**src/rtl/mux4_rr_arbiter.sv**
```systemverilog
`default_nettype none
// ============================================================================
//  Module   : mux4_rr_arbiter
//  Purpose  : Round-robin arbiter for four requesters sharing one 4:1 mux
//             path. Drives a registered one-hot grant, the mux select pair
//             and the selected data word. A hold-limit counter forces
//             rotation so that no requester starves the others.
//  Revision : 1.0  initial release
// ============================================================================
module mux4_rr_arbiter #(
    parameter int DW       = 1,
    parameter int MAX_HOLD = 8
) (
    input  logic          clk,
    input  logic          rst_n,
    input  logic [3:0]    req,
    input  logic [DW-1:0] a,
    input  logic [DW-1:0] b,
    input  logic [DW-1:0] c,
    input  logic [DW-1:0] d,
    output logic [3:0]    gnt,
    output logic          s1,
    output logic          s2,
    output logic          valid,
    output logic [DW-1:0] y
);

    localparam int              c_CW        = $clog2(MAX_HOLD);
    localparam logic [c_CW-1:0] c_HOLD_LAST = c_CW'(MAX_HOLD - 1);

    localparam logic [0:0] c_IDLE  = 1'b0;
    localparam logic [0:0] c_OWNED = 1'b1;

    logic [0:0]      r_state;
    logic [1:0]      r_owner;
    logic [1:0]      r_last;
    logic [c_CW-1:0] r_hold_cnt;
    logic [3:0]      r_gnt;
    logic            r_s1;
    logic            r_s2;
    logic            r_valid;

    logic [1:0]      w_idx;
    logic [1:0]      w_pick;
    logic            w_pick_hit;
    logic [3:0]      w_pick_oh;
    logic [3:0]      w_owner_oh;
    logic [3:0]      w_others;
    logic            w_owner_req;
    logic            w_hold_max;
    logic            w_rotate;

    // Round-robin search: first set request bit starting just after r_last.
    always_comb begin
        w_idx      = 2'd0;
        w_pick     = r_last;
        w_pick_hit = 1'b0;
        for (int k = 1; k <= 4; k++) begin
            w_idx = r_last + 2'(k);
            if (!w_pick_hit && req[w_idx]) begin
                w_pick     = w_idx;
                w_pick_hit = 1'b1;
            end
        end
    end

    // Decode of the current owner's situation. Because r_last equals r_owner
    // while owned, the pick can never return the old owner when others wait.
    always_comb begin
        w_pick_oh   = 4'b0001 << w_pick;
        w_owner_oh  = 4'b0001 << r_owner;
        w_others    = req & ~w_owner_oh;
        w_owner_req = req[r_owner];
        w_hold_max  = (r_hold_cnt == c_HOLD_LAST);
        // Release wins over hold expiry; either hands over only if someone waits.
        w_rotate    = (|w_others) && (!w_owner_req || w_hold_max);
    end

    // Arbitration state machine with registered grant/select/valid outputs.
    always_ff @(posedge clk or negedge rst_n) begin
        if (!rst_n) begin
            r_state    <= c_IDLE;
            r_owner    <= 2'd0;
            r_last     <= 2'd3;
            r_hold_cnt <= '0;
            r_gnt      <= 4'b0000;
            r_s1       <= 1'b0;
            r_s2       <= 1'b0;
            r_valid    <= 1'b0;
        end else begin
            case (r_state)
                c_IDLE: begin
                    if (|req) begin
                        r_state    <= c_OWNED;
                        r_owner    <= w_pick;
                        r_last     <= w_pick;
                        r_hold_cnt <= '0;
                        r_gnt      <= w_pick_oh;
                        r_s1       <= w_pick[0];
                        r_s2       <= w_pick[1];
                        r_valid    <= 1'b1;
                    end
                end
                c_OWNED: begin
                    if (!w_owner_req && !(|w_others)) begin
                        // Everyone gone: drop to idle, priority pointer kept.
                        r_state    <= c_IDLE;
                        r_hold_cnt <= '0;
                        r_gnt      <= 4'b0000;
                        r_s1       <= 1'b0;
                        r_s2       <= 1'b0;
                        r_valid    <= 1'b0;
                    end else if (w_rotate) begin
                        // Direct hand-over with no idle cycle in between.
                        r_owner    <= w_pick;
                        r_last     <= w_pick;
                        r_hold_cnt <= '0;
                        r_gnt      <= w_pick_oh;
                        r_s1       <= w_pick[0];
                        r_s2       <= w_pick[1];
                    end else if (w_hold_max) begin
                        // Sole requester keeps the path; restart its hold window.
                        r_hold_cnt <= '0;
                    end else begin
                        r_hold_cnt <= r_hold_cnt + c_CW'(1);
                    end
                end
                default: begin
                    r_state    <= c_IDLE;
                    r_hold_cnt <= '0;
                    r_gnt      <= 4'b0000;
                    r_s1       <= 1'b0;
                    r_s2       <= 1'b0;
                    r_valid    <= 1'b0;
                end
            endcase
        end
    end

    // Data path: route the granted requester's word, zero when idle.
    always_comb begin
        y = '0;
        if (r_valid) begin
            case ({r_s2, r_s1})
                2'b00:   y = a;
                2'b01:   y = b;
                2'b10:   y = c;
                default: y = d;
            endcase
        end
    end

    assign gnt   = r_gnt;
    assign s1    = r_s1;
    assign s2    = r_s2;
    assign valid = r_valid;

endmodule
`default_nettype wire
```
**config.mk**
```make
export PLATFORM = sky130hd
export DESIGN_NAME = mux4_rr_arbiter
export DESIGN_NICKNAME = d
export VERILOG_FILES = /design/src/rtl/mux4_rr_arbiter.sv
export SDC_FILE = /design/constraint.sdc
export NUM_CORES = 1
export LEC_CHECK = 0
export CORE_ASPECT_RATIO = 0.5
export CORE_MARGIN = 2
export CORE_UTILIZATION = 25
export CTS_CLUSTER_SIZE = 40
export DETAILED_ROUTE_END_ITERATION = 12
export PLACE_DENSITY_LB_ADDON = 0.1
export SLEW_MARGIN = 15
export SYNTH_ARGS = -nofsm -noshare
export SYNTH_HDL_FRONTEND = slang
export SYNTH_SLANG_ARGS = --single-unit
```
**constraint.sdc**
```tcl
create_clock -name clk -period 2.16 [get_ports clk]
set_clock_uncertainty 0.05 [all_clocks]
set_input_delay 0.432 -clock clk [delete_from_list [all_inputs] [get_ports clk]]
set_output_delay 0.432 -clock clk [all_outputs]
set_load 0.02 [all_outputs]
```
# == Word level (Yosys, flattened, before mapping) ==
# Index checks and enable logic that the tools add are counted.
# totals
regBits,15
inputBits,10
out_inout_bits,8
elab_cells,93
# classes
n_addsub,4
magnitude_cmp,5
n_eq_ne,8
n_shift,2
muxes,46
bitwise,3
reduce_logical,17
# ops
operator,count
two-way mux 1 bit,19
less-than comparator 2 x 3 -> 1 bit (second input constant),5
two-way mux 2 bit,7
two-way mux 3 bit,4
two-way mux 4 bit,3
binary-select mux 1 bit (select 2 bit),5
one-hot mux 1 bit (2 select lines),4
one-hot mux 4 bit (2 select lines),1
OR reduction 4 bit,2
left shift 1 x 2 -> 4 bit (first input constant),2
one-hot mux 3 bit (2 select lines),1
logical AND 1 bit,5
zero test 1 bit,5
adder 2 bit (second input constant),2
bitwise AND 4 bit,1
!= test 2 x 1 -> 1 bit (second input constant),2
!= test 2 bit (second input constant),2
NOT 4 bit,1
one-hot mux 2 bit (2 select lines),1
AND reduction 2 bit,2
adder 3 x 1 -> 3 bit (second input constant),1
== test 3 bit (second input constant),1
!= test 3 x 1 -> 1 bit (second input constant),1
one-hot mux 1 bit (3 select lines),1
7 further kinds,7

# == Longest topological paths before layout ==
# Gate-level depths: netlist of run 1.
# depth
depth_word,17
ltp_mapped,7

# == Worst setup path after synthesis of run 1 ==
# OpenSTA, ideal clock, no wires.
# synth_path
path_type,reg2reg
start,reg r_owner[0]
end,reg r_s1 (netlist: s1)
setup_ps,125
t_arrival_ps,1606
path_slack_ps,379
path_stages_with_launch,7
period_less_slack_ps,1781
cell_sequence,dfrtp_1 buf_4 mux2_1 a2bb2oi_2 nand2_4 nor2_8 mux2_2
# synth_between
elab_chain_len,8
# synth_lines
element,line_no,text
"start, declared",35,logic [1:0] r_owner;
"start signal, assigned",95,r_owner <= w_pick;
"start signal, assigned",115,r_owner <= w_pick;
left shift 1 x 2 -> 4 bit,71,w_owner_oh = 4'b0001 << r_owner;
NOT 4 bit,72,w_others = req & ~w_owner_oh;
bitwise AND 4 bit,72,
OR reduction 4 bit,"76, 105",
zero test 1 bit,105,if (!w_owner_req && !(|w_others)) begin
logical AND 1 bit,105,
two-way mux 1 bit / != test 3 x 1 -> 1 bit (equally long branches),n/a,
one-hot mux 1 bit (2 select lines) / AND reduction 2 bit (equally long branches),n/a,
"end signal, assigned",99,r_s1 <= w_pick[0];
"end signal, assigned",119,r_s1 <= w_pick[0];
"end, declared",39,logic r_s1;
# Several ways; a longest one is shown, not always the timed one. The select of a mux whose other input is x is not followed.
# A chain may end at the register's enable or synchronous reset.

# == Worst setup path after layout of run 1 ==
# layout_path
start,in d
end,out y
# layout_between
elab_chain_len,2
# layout_lines
element,line_no,text
"start, declared",20,"input logic [DW-1:0] d,"
one-hot mux 1 bit (3 select lines),144,"case ({r_s2, r_s1})"
two-way mux 1 bit,143,if (r_valid) begin
"end, declared",25,output logic [DW-1:0] y
# No other way between the ends.

==> reports/results.txt, run 1 <==
The number of placed instances, taps included, is 167. The number of synthesized flops with an enable pin is 0, and the number of H-tree levels is 1. For this run, design rule violations remaining after detail routing come to 0.

The antenna diode count is 0. The number of hold-slack violations in the final timing report was 0. STA classifies the critical path startpoint as a primary input. The share of layout cells above drive strength 1 is 26.7%, and the post-layout instance count excluding filler cells is 171. The horizontal extent of the die works out to 89.0 µm.

Based on the critical path, the design can be clocked at up to 477 MHz. For the worst setup path, the data required time is 1680 ps. Cells fill 37.1% of the core in the end. The run gives 793 as the number of global-route vias before repair. Synthesis inferred 15 register bits. In this run the power density over the cells is 1290 nW/µm². The proportion of synthesized flip-flops having asynchronous set or reset is 100%.

The number of placement rows was 15. From synthesis to final layout, the design area changed by 42.0%. Setup repair after global routing left no endpoint under its margin. After layout, the minimum clock period comes to 2100 ps. Element type at the critical path end: an output port. After global routing the overflow that remains totals 0. Prior to clock tree synthesis, the placed netlist has a worst setup slack of -344 ps. The pre-antenna-repair detailed-routing pass consisted of 2 iterations. The root buffer selected by CTS was clkbuf_8. TritonCTS sink count: 15. Class of the tightest hold or removal check: flip-flop to flip-flop. Walking the worst path, the cells encountered are clkdlybuf4s50_1 -> mux4_2 -> and2_1 -> buf_2.

The number of antenna violations at the first check in global routing is 0, and the post-CTS setup-driven buffer insertion count is 0. The post-CTS clock slew at the launch and capture registers of the worst setup and hold paths works out to 60 ps. On the critical path, the stage with the largest delay is an instance of mux4_2.

In this run the remaining antenna-violating nets after routing total 0. Maximum net fanout on the critical path: 1. Sequential cells were found to cover 41.8% of the synthesized design area. Measured against its own limit, the worst slew margin works out to 51.4%.

The final layout contains routed wiring with a total length of 2.12 mm. The worst-case IR drop observed on VDD is 0.609 mV. Summed over all nets, the half-perimeter wirelength after detailed placement is 1.68 mm. The placed instances occupy a cell area of 1230 µm². After technology mapping, the gate count stands at 86.

TritonCTS built the clock tree. In the finished design, the share of the clock period the worst path needs comes to 97.0%. Buffers placed on the I/O ports in this run total 17. The first-pass GRT wire length is 3.70 mm.

STA puts the critical path data arrival time at 1610 ps. The quantity of hold-fixing buffers added after cts was 0; the TritonCTS buffer count was 3. Uppermost layer routed: met4. The pin count of the biggest net entering global routing was 16.

In the detailed route, the total length drawn on met2 is 1.02 mm. The total area inside the core boundary comes to 3450 µm². For this run, the slowest stage of the critical path takes 470 ps.

Actual transition at the worst max-transition pin: 727 ps. After layout, the worst setup slack is 64.2 ps. The design area is 1280 µm².

By startpoint and endpoint, the worst setup path is classified as primary input to output port. The run gives 0.561 nW as the static leakage. The average via count per standard cell was 4.47; the top-level I/O count was 18.

Yosys mapped the design onto 37 distinct sky130hd cell types. For this block, wires on met1 add up to 1.02 mm. Total global-route track usage: 12.2%.

Measured along the y axis, the die boundary spans 46.5 µm. The initial detailed-routing violation count is 34, and the starting density of the core is 26.2%. When the netlist entered floorplanning its net count stood at 98. For this run, the leading register cell type out of synthesis is dfrtp_1. Wire segments on met3 add up to 60 µm in the final route. The run gives 4140 µm² as the die area. The max-slew violation total from the final report came out at 0. For the placer's final routability congestion estimate, the log shows 0.668.

The count of maximum capacitance violations came out at 0. During synthesis, Yosys emitted a total of 0 warnings. The flow ran to the end, and the final reports show no timing, DRC or antenna violations.

After synthesis, the mean cell area works out to 10.5 µm². The logs give 765 for the number of vias after detailed routing and 903 µm² for the post-synthesis instance area. The final number of setup-violating endpoints was 0. The run gives 250 ps as the source-to-sink clock delay at the later pin of the worst-skew pair. After the last flow step, the layout net total stands at 133. Wire length per cell after detailed routing: 12.4 µm. Counting along the longest clock path gives a buffer depth of 2.
per-stage QoR:
step	hold WS (ps)	power [mW]	setup TNS, ps
after global routing	470	1.78	0
after detailed placement	444	1.43	-1420
after global placement	416	1.39	-1190
final	442	1.65	0
after floorplan	86.4	1.07	0
after CTS	452	1.66	0
placed cells by master (no fill, tap or decap), drive strengths merged:
cell and instances:
buf 17, clkdlybuf4s50 16, dfrtp 13, nand2 12
inv 6, o21ai 6, mux2i 5, mux2 5
nor2 4, clkbuf 4, nand2b 2, a21oi 2
a211oi 2, nand3b 2, o211ai 2, o32ai 2
ha 2, dfstp 2, and2 2, o41ai 2
or4 1, mux4 1, clkinv 1, or2 1
a221o 1, a211o 1, nor4 1, nor3 1
o311a 1, nor3b 1, a2bb2oi 1, nor2b 1
power by group:
group / internal (mW) / switching, mW / leakage [nW]
registers: 0.411 / 0.110 / 0.181
logic: 0.477 / 0.423 / 0.357
clock network: 0.131 / 0.0974 / 0.0228
total: 1.02 / 0.630 / 0.561
cells by family (layout without fill, tap and decap cells):
| group | count (synthesis) | in the layout | share of synthesized area [%] |
|---|---|---|---|
| and+or+nand+nor | 28 | 28 | 18.8 |
| AOI/OAI and AO/OA | 20 | 20 | 16.6 |
| DFF | 15 | 15 | 41.8 |
| muxes | 11 | 11 | 14.3 |
| buffers and inverters | 10 | 44 | 5.68 |
| adders and majority gates | 2 | 2 | 2.77 |
path summary, 6_finish.rpt:
check	startpoint	endpoint	slack (ps)	depth (start not counted)
setup / recovery	d	y	60	4
hold / removal	r_hold_cnt[0]	r_hold_cnt[0]	440	1
setup reg to reg	r_hold_cnt[0]	r_owner[1]	320	7
hold reg to reg	r_hold_cnt[0]	r_hold_cnt[0]	440	1
max in group asynchronous	rst_n	r_owner[0]	1030	1
min in group asynchronous	rst_n	gnt[0]	570	1
critical path, delay by kind of cell:
kind                   cells  cell delay [ps]
buffers and inverters      2              550
AND/OR/NAND/NOR            1              160
multiplexers               1              470
per-layer routing:
metal,vias up,GRT usage (%)
li1,381,-
met1,375,14.9
met2,5,20.9
met3,4,4.30
met4,0,3.58
met5,-,0
registers in the layout, indices dropped and copies added, names as in the netlist:
| signal | count |
|---|---|
| gnt | 4 |
| r_hold_cnt | 3 |
| r_last | 2 |
| r_owner | 2 |
| r_state | 1 |
| s1 | 1 |
| s2 | 1 |
| valid | 1 |
synthesized netlist by cell type (all sizes together) (2+ instances only):
cell    instances  share of area [%]
and2            2                1.4
nand2          12                6.6
nand3b          2                1.7
dfstp           2                5.8
buf             3                2.6
a211oi          2                1.7
o21ai           6                3.3
mux2            5                6.2
o32ai           2                1.9
nor2            4                3.5
a21oi           2                1.1
ha              2                2.8
o41ai           2                1.9
nand2b          2                1.4
inv             6                2.5
dfrtp          13                 36
o211ai          2                1.7
mux2i           5                5.5
layout make-up:
type / instances / area [µm²]
Fill cell: 360 / 2170
Multi-Input combinational cell: 61 / 483
Sequential cell: 15 / 378
Timing Repair Buffer: 33 / 285
Tap cell: 51 / 63.8
Clock buffer: 4 / 45.0
Inverter: 7 / 27.5
repair_timing:
item                                    CTS  global route
gates resized for setup                   4             2
endpoints found under the setup margin    1             1
gates cloned                              0             0
(Power assumes the default switching activity.)
==> run 2: changes to the inputs <==
--- a/config.mk
+++ b/config.mk
@@ -5,6 +5,7 @@
 export SDC_FILE = /design/constraint.sdc
 export NUM_CORES = 1
 export LEC_CHECK = 0
+export CAP_MARGIN = 20
 export CORE_ASPECT_RATIO = 0.5
 export CORE_MARGIN = 2
 export CORE_UTILIZATION = 25
==> results of run 2 <==
Final layout, timing and power as in run 1 (identical DEF).
==> run 3: changes to the inputs <==
--- a/config.mk
+++ b/config.mk
@@ -11,7 +11,7 @@
 export CORE_UTILIZATION = 25
 export CTS_CLUSTER_SIZE = 40
 export DETAILED_ROUTE_END_ITERATION = 12
-export PLACE_DENSITY_LB_ADDON = 0.1
+export MAX_ROUTING_LAYER = met4
 export SLEW_MARGIN = 15
 export SYNTH_ARGS = -nofsm -noshare
 export SYNTH_HDL_FRONTEND = slang
==> reports/results.txt, run 3 (same netlist as run 1, synthesis figures left out) <==
The number of placement rows was 15 (unchanged); the top-level I/O count was 18 (unchanged). The run gives 0 (unchanged) as the number of design rule violations left after detail routing. The maximum net fanout on the critical path was 1 (unchanged); the TritonCTS sink count was 15 (unchanged).

The final critical delay including setup and external delays is 2090 ps (-8.95 ps), and the sequential power share is 32.2% (+0.6 points). Walking the worst path, the cells encountered are clkdlybuf4s50_1 -> mux4_2 -> and2_1 -> buf_2. The internal power contribution came out at 1.00 mW (-1.8%). The actual transition at the worst max-transition pin is 302 ps (-425 ps). The run gives 0.751 (+12%) as the placer's final routability congestion estimate.

The required time of the worst setup path was 1680 ps (about the same); the antenna diode count was 0 (unchanged). For the worst setup margin, the log shows 73.2 ps (+8.95 ps). The capture instance of the worst register-to-register path was gnt[0]. The total of buffers placed on input and output ports works out to 17 (unchanged). The static leakage was 0.559 nW (-0.34%); the max-slew violation total from the final report was 0 (unchanged). The share of layout cells above drive strength 1 was 26.1% (-0.62 points).

The wire length per cell after detailed routing was 11.2 µm (-9.3%); the wire length after detailed routing was 1.91 mm (-9.9%). The logs give 4 (+2) for the count of TritonRoute iterations in the first routing pass and 0 (unchanged) for the number of antenna violations at the first check in global routing. The run gives 4140 µm² (unchanged) as the die area. The maximum vdd drop was 0.323 mV (-47%). The die extent in y works out to 46.5 µm (unchanged). The total power divided by cell area is 1270 nW/µm² (-1.3%).

The switching share of power was 38.2% (-0.042 points). The setup slack on the worst flop-to-flop path was 340 ps (+20 ps). In this run the critical register-to-register path is launched from r_owner[0]. Number of buffers and inverters on the critical path: 2 (unchanged). The class of the tightest hold or removal check is primary input to async pin. Number of hold-slack violations in the final timing report: 0 (unchanged).

The most common cell after layout, fill and taps aside was clkdlybuf4s50_1. The fill cell instance count of the final layout is 361 (+0.28%), and the final design utilization is 36.9% (-0.22 points). The horizontal extent of the die is 89.0 µm (unchanged). The largest stage delay on the critical path is 450 ps (-20 ps). The logs give 53.5% (-1.1 points) for the part of the power in combinational logic and 250 ps (about the same) for the source-to-sink clock delay at the later pin of the worst-skew pair. The tools report the upper clock frequency limit as 479 MHz (+0.43%).

Final number of setup-violating endpoints: 0 (unchanged). The share of the cycle needed by the critical path after routing was 96.6% (-0.41 points); the starting density of the core was 26.2% (unchanged). The total global-route track usage is 11.0% (-1.2 points). Cell family with the largest share of critical-path delay: buffers and inverters. For the reported net switching power, the log shows 0.618 mW (-2.0%). The TritonCTS buffer count was 3 (unchanged).

The root buffer cell chosen for the clock tree is clkbuf_8. The post-layout instance count excluding filler cells came out at 170 (-0.58%). The initial detailed-routing violation count came out at 35 (+2.9%). The tools report the startpoint class of the critical path as a primary input. In the layout the commonest cells are clkdlybuf4s50_1 (16), buf_4 (15), dfrtp_1 (13). Library cell contributing the largest single delay on the critical path: mux4_2. The tools report the buffer depth of the longest clock path as 2 (unchanged). The number of global-route vias before repair is 729 (-8.1%), and the number of vias after detailed routing is 756 (-1.2%). First-pass GRT wire length: 3.23 mm (-13%).

Category of the most critical setup path: primary input to output port. The tools report the power share of the clock group as 14.3% (+0.5 points). The total global routing overflow is 0 (unchanged), and the post-CTS setup-driven buffer insertion count is 0 (unchanged). Number of flip-flops under the largest register name: 4 (unchanged). The element type at the critical path end was an output port. The post-CTS clock slew at the launch and capture registers of the worst setup and hold paths was 60 ps (about the same). The run gives 1.48 mm (-12%) as the post-detailed-placement half-perimeter wirelength.

The cell total after placement is 166 (-0.60%). TritonCTS built the clock tree. For the final net count, the log shows 132 (-0.75%). For the design area, the log shows 1270 µm² (-0.59%).

The area used by sequential logic in the layout was 378 µm² (unchanged); the remaining max-slew budget at the tightest pin was 79.8% (+28 points). Relative to the synthesized area, the layout overhead comes to 41.1%. The length in cells of the worst reg-to-reg path was 6 (-1); the pin count of the biggest net entering global routing was 16 (unchanged).

The number of H-tree levels was 1 (unchanged). Setup repair after global routing left no endpoint under its margin. The run gives 1230 µm² (-0.61%) as the post-placement cell area. The area of the placeable core was 3450 µm² (unchanged); the worst path arrival time was 1600 ps (about the same). The tools report the post-placement worst setup slack as -316 ps (+28.1 ps).

The run gives 1.62 mW (-1.9%) as the overall power after layout. Count of maximum capacitance violations: 0 (unchanged). The run finished with clean final reports. Average via count per standard cell: 4.45 (-0.60%).

The area of the multi-input gates was 482 µm² (-0.26%). The run gives 0 (unchanged) as the remaining number of nets flagged by the antenna check after routing.
[run 3: changes by cell type in the layout (fill, tap and decap cells not counted), sizes merged]
cell,previous run,this run
clkbuf,4,3
clkinv,1,2
buf,17,16
[run 3: what timing repair did]
| action | CTS | global route |
|---|---|---|
| endpoints found under the setup margin | 1 | 1 |
| hold buffers | 0 | 0 |
| gates resized for setup | 4 | 1 |
[run 3: power groups by stage]
stage	Clock (mW)	Sequential, mW	Combinational (mW)
finish	0.231	0.521	0.867
global route	0.249	0.547	0.958
CTS	0.240	0.522	0.862
global placement	0	0.521	0.856
floorplan	0	0.550	0.517
detailed placement	0	0.527	0.867
[run 3: through the flow]
stage | setup TNS, ps | hold slack (ps)
5_1_grt | 0 | 450
6_report | 0 | 437
4_1_cts | 0 | 438
3_3_place_gp | -1180 | 433
2_1_floorplan | 0 | 86.4
3_5_place_dp | -1350 | 433
[run 3: routing by layer]
| metal | part of all wire (%) | GRT usage, % |
|---|---|---|
| met1 | 46 | 12.9 |
| met2 | 48 | 17.8 |
| met3 | 3.5 | 3.23 |
| met4 | 1.8 | 5.37 |
| met5 | 0 | - |
[run 3: worst max-delay path by stage]
stage | endpoint | slack [ps] | from | cells past startpoint
finish | y | 70 | c | 4
global route | gnt[2] | 10 | req[2] | 6
CTS | y | 70 | c | 4
detailed placement | y | -320 | c | 4
global placement | y | -280 | d | 4
floorplan | s1 | 380 | r_owner[0] | 6
[run 3: layout make-up]
| type | count | area share [%] |
|---|---|---|
| well taps | 51 | 5.00 |
| repair buffers | 32 | 21.8 |
| inverters | 7 | 2.16 |
| clock buffers | 3 | 3.24 |
| clock inverters | 1 | 0.393 |
| multi-input cells | 61 | 37.8 |
| flip-flops and latches | 15 | 29.6 |
[run 3: worst reg2reg max path, cell delays in order (launching register included)]
cell and delay, ps:
dfrtp_1 470, nand2b_1 140, a211oi_1 70, o311a_2 460
buf_4 180, o211ai_1 230, o41ai_2 110
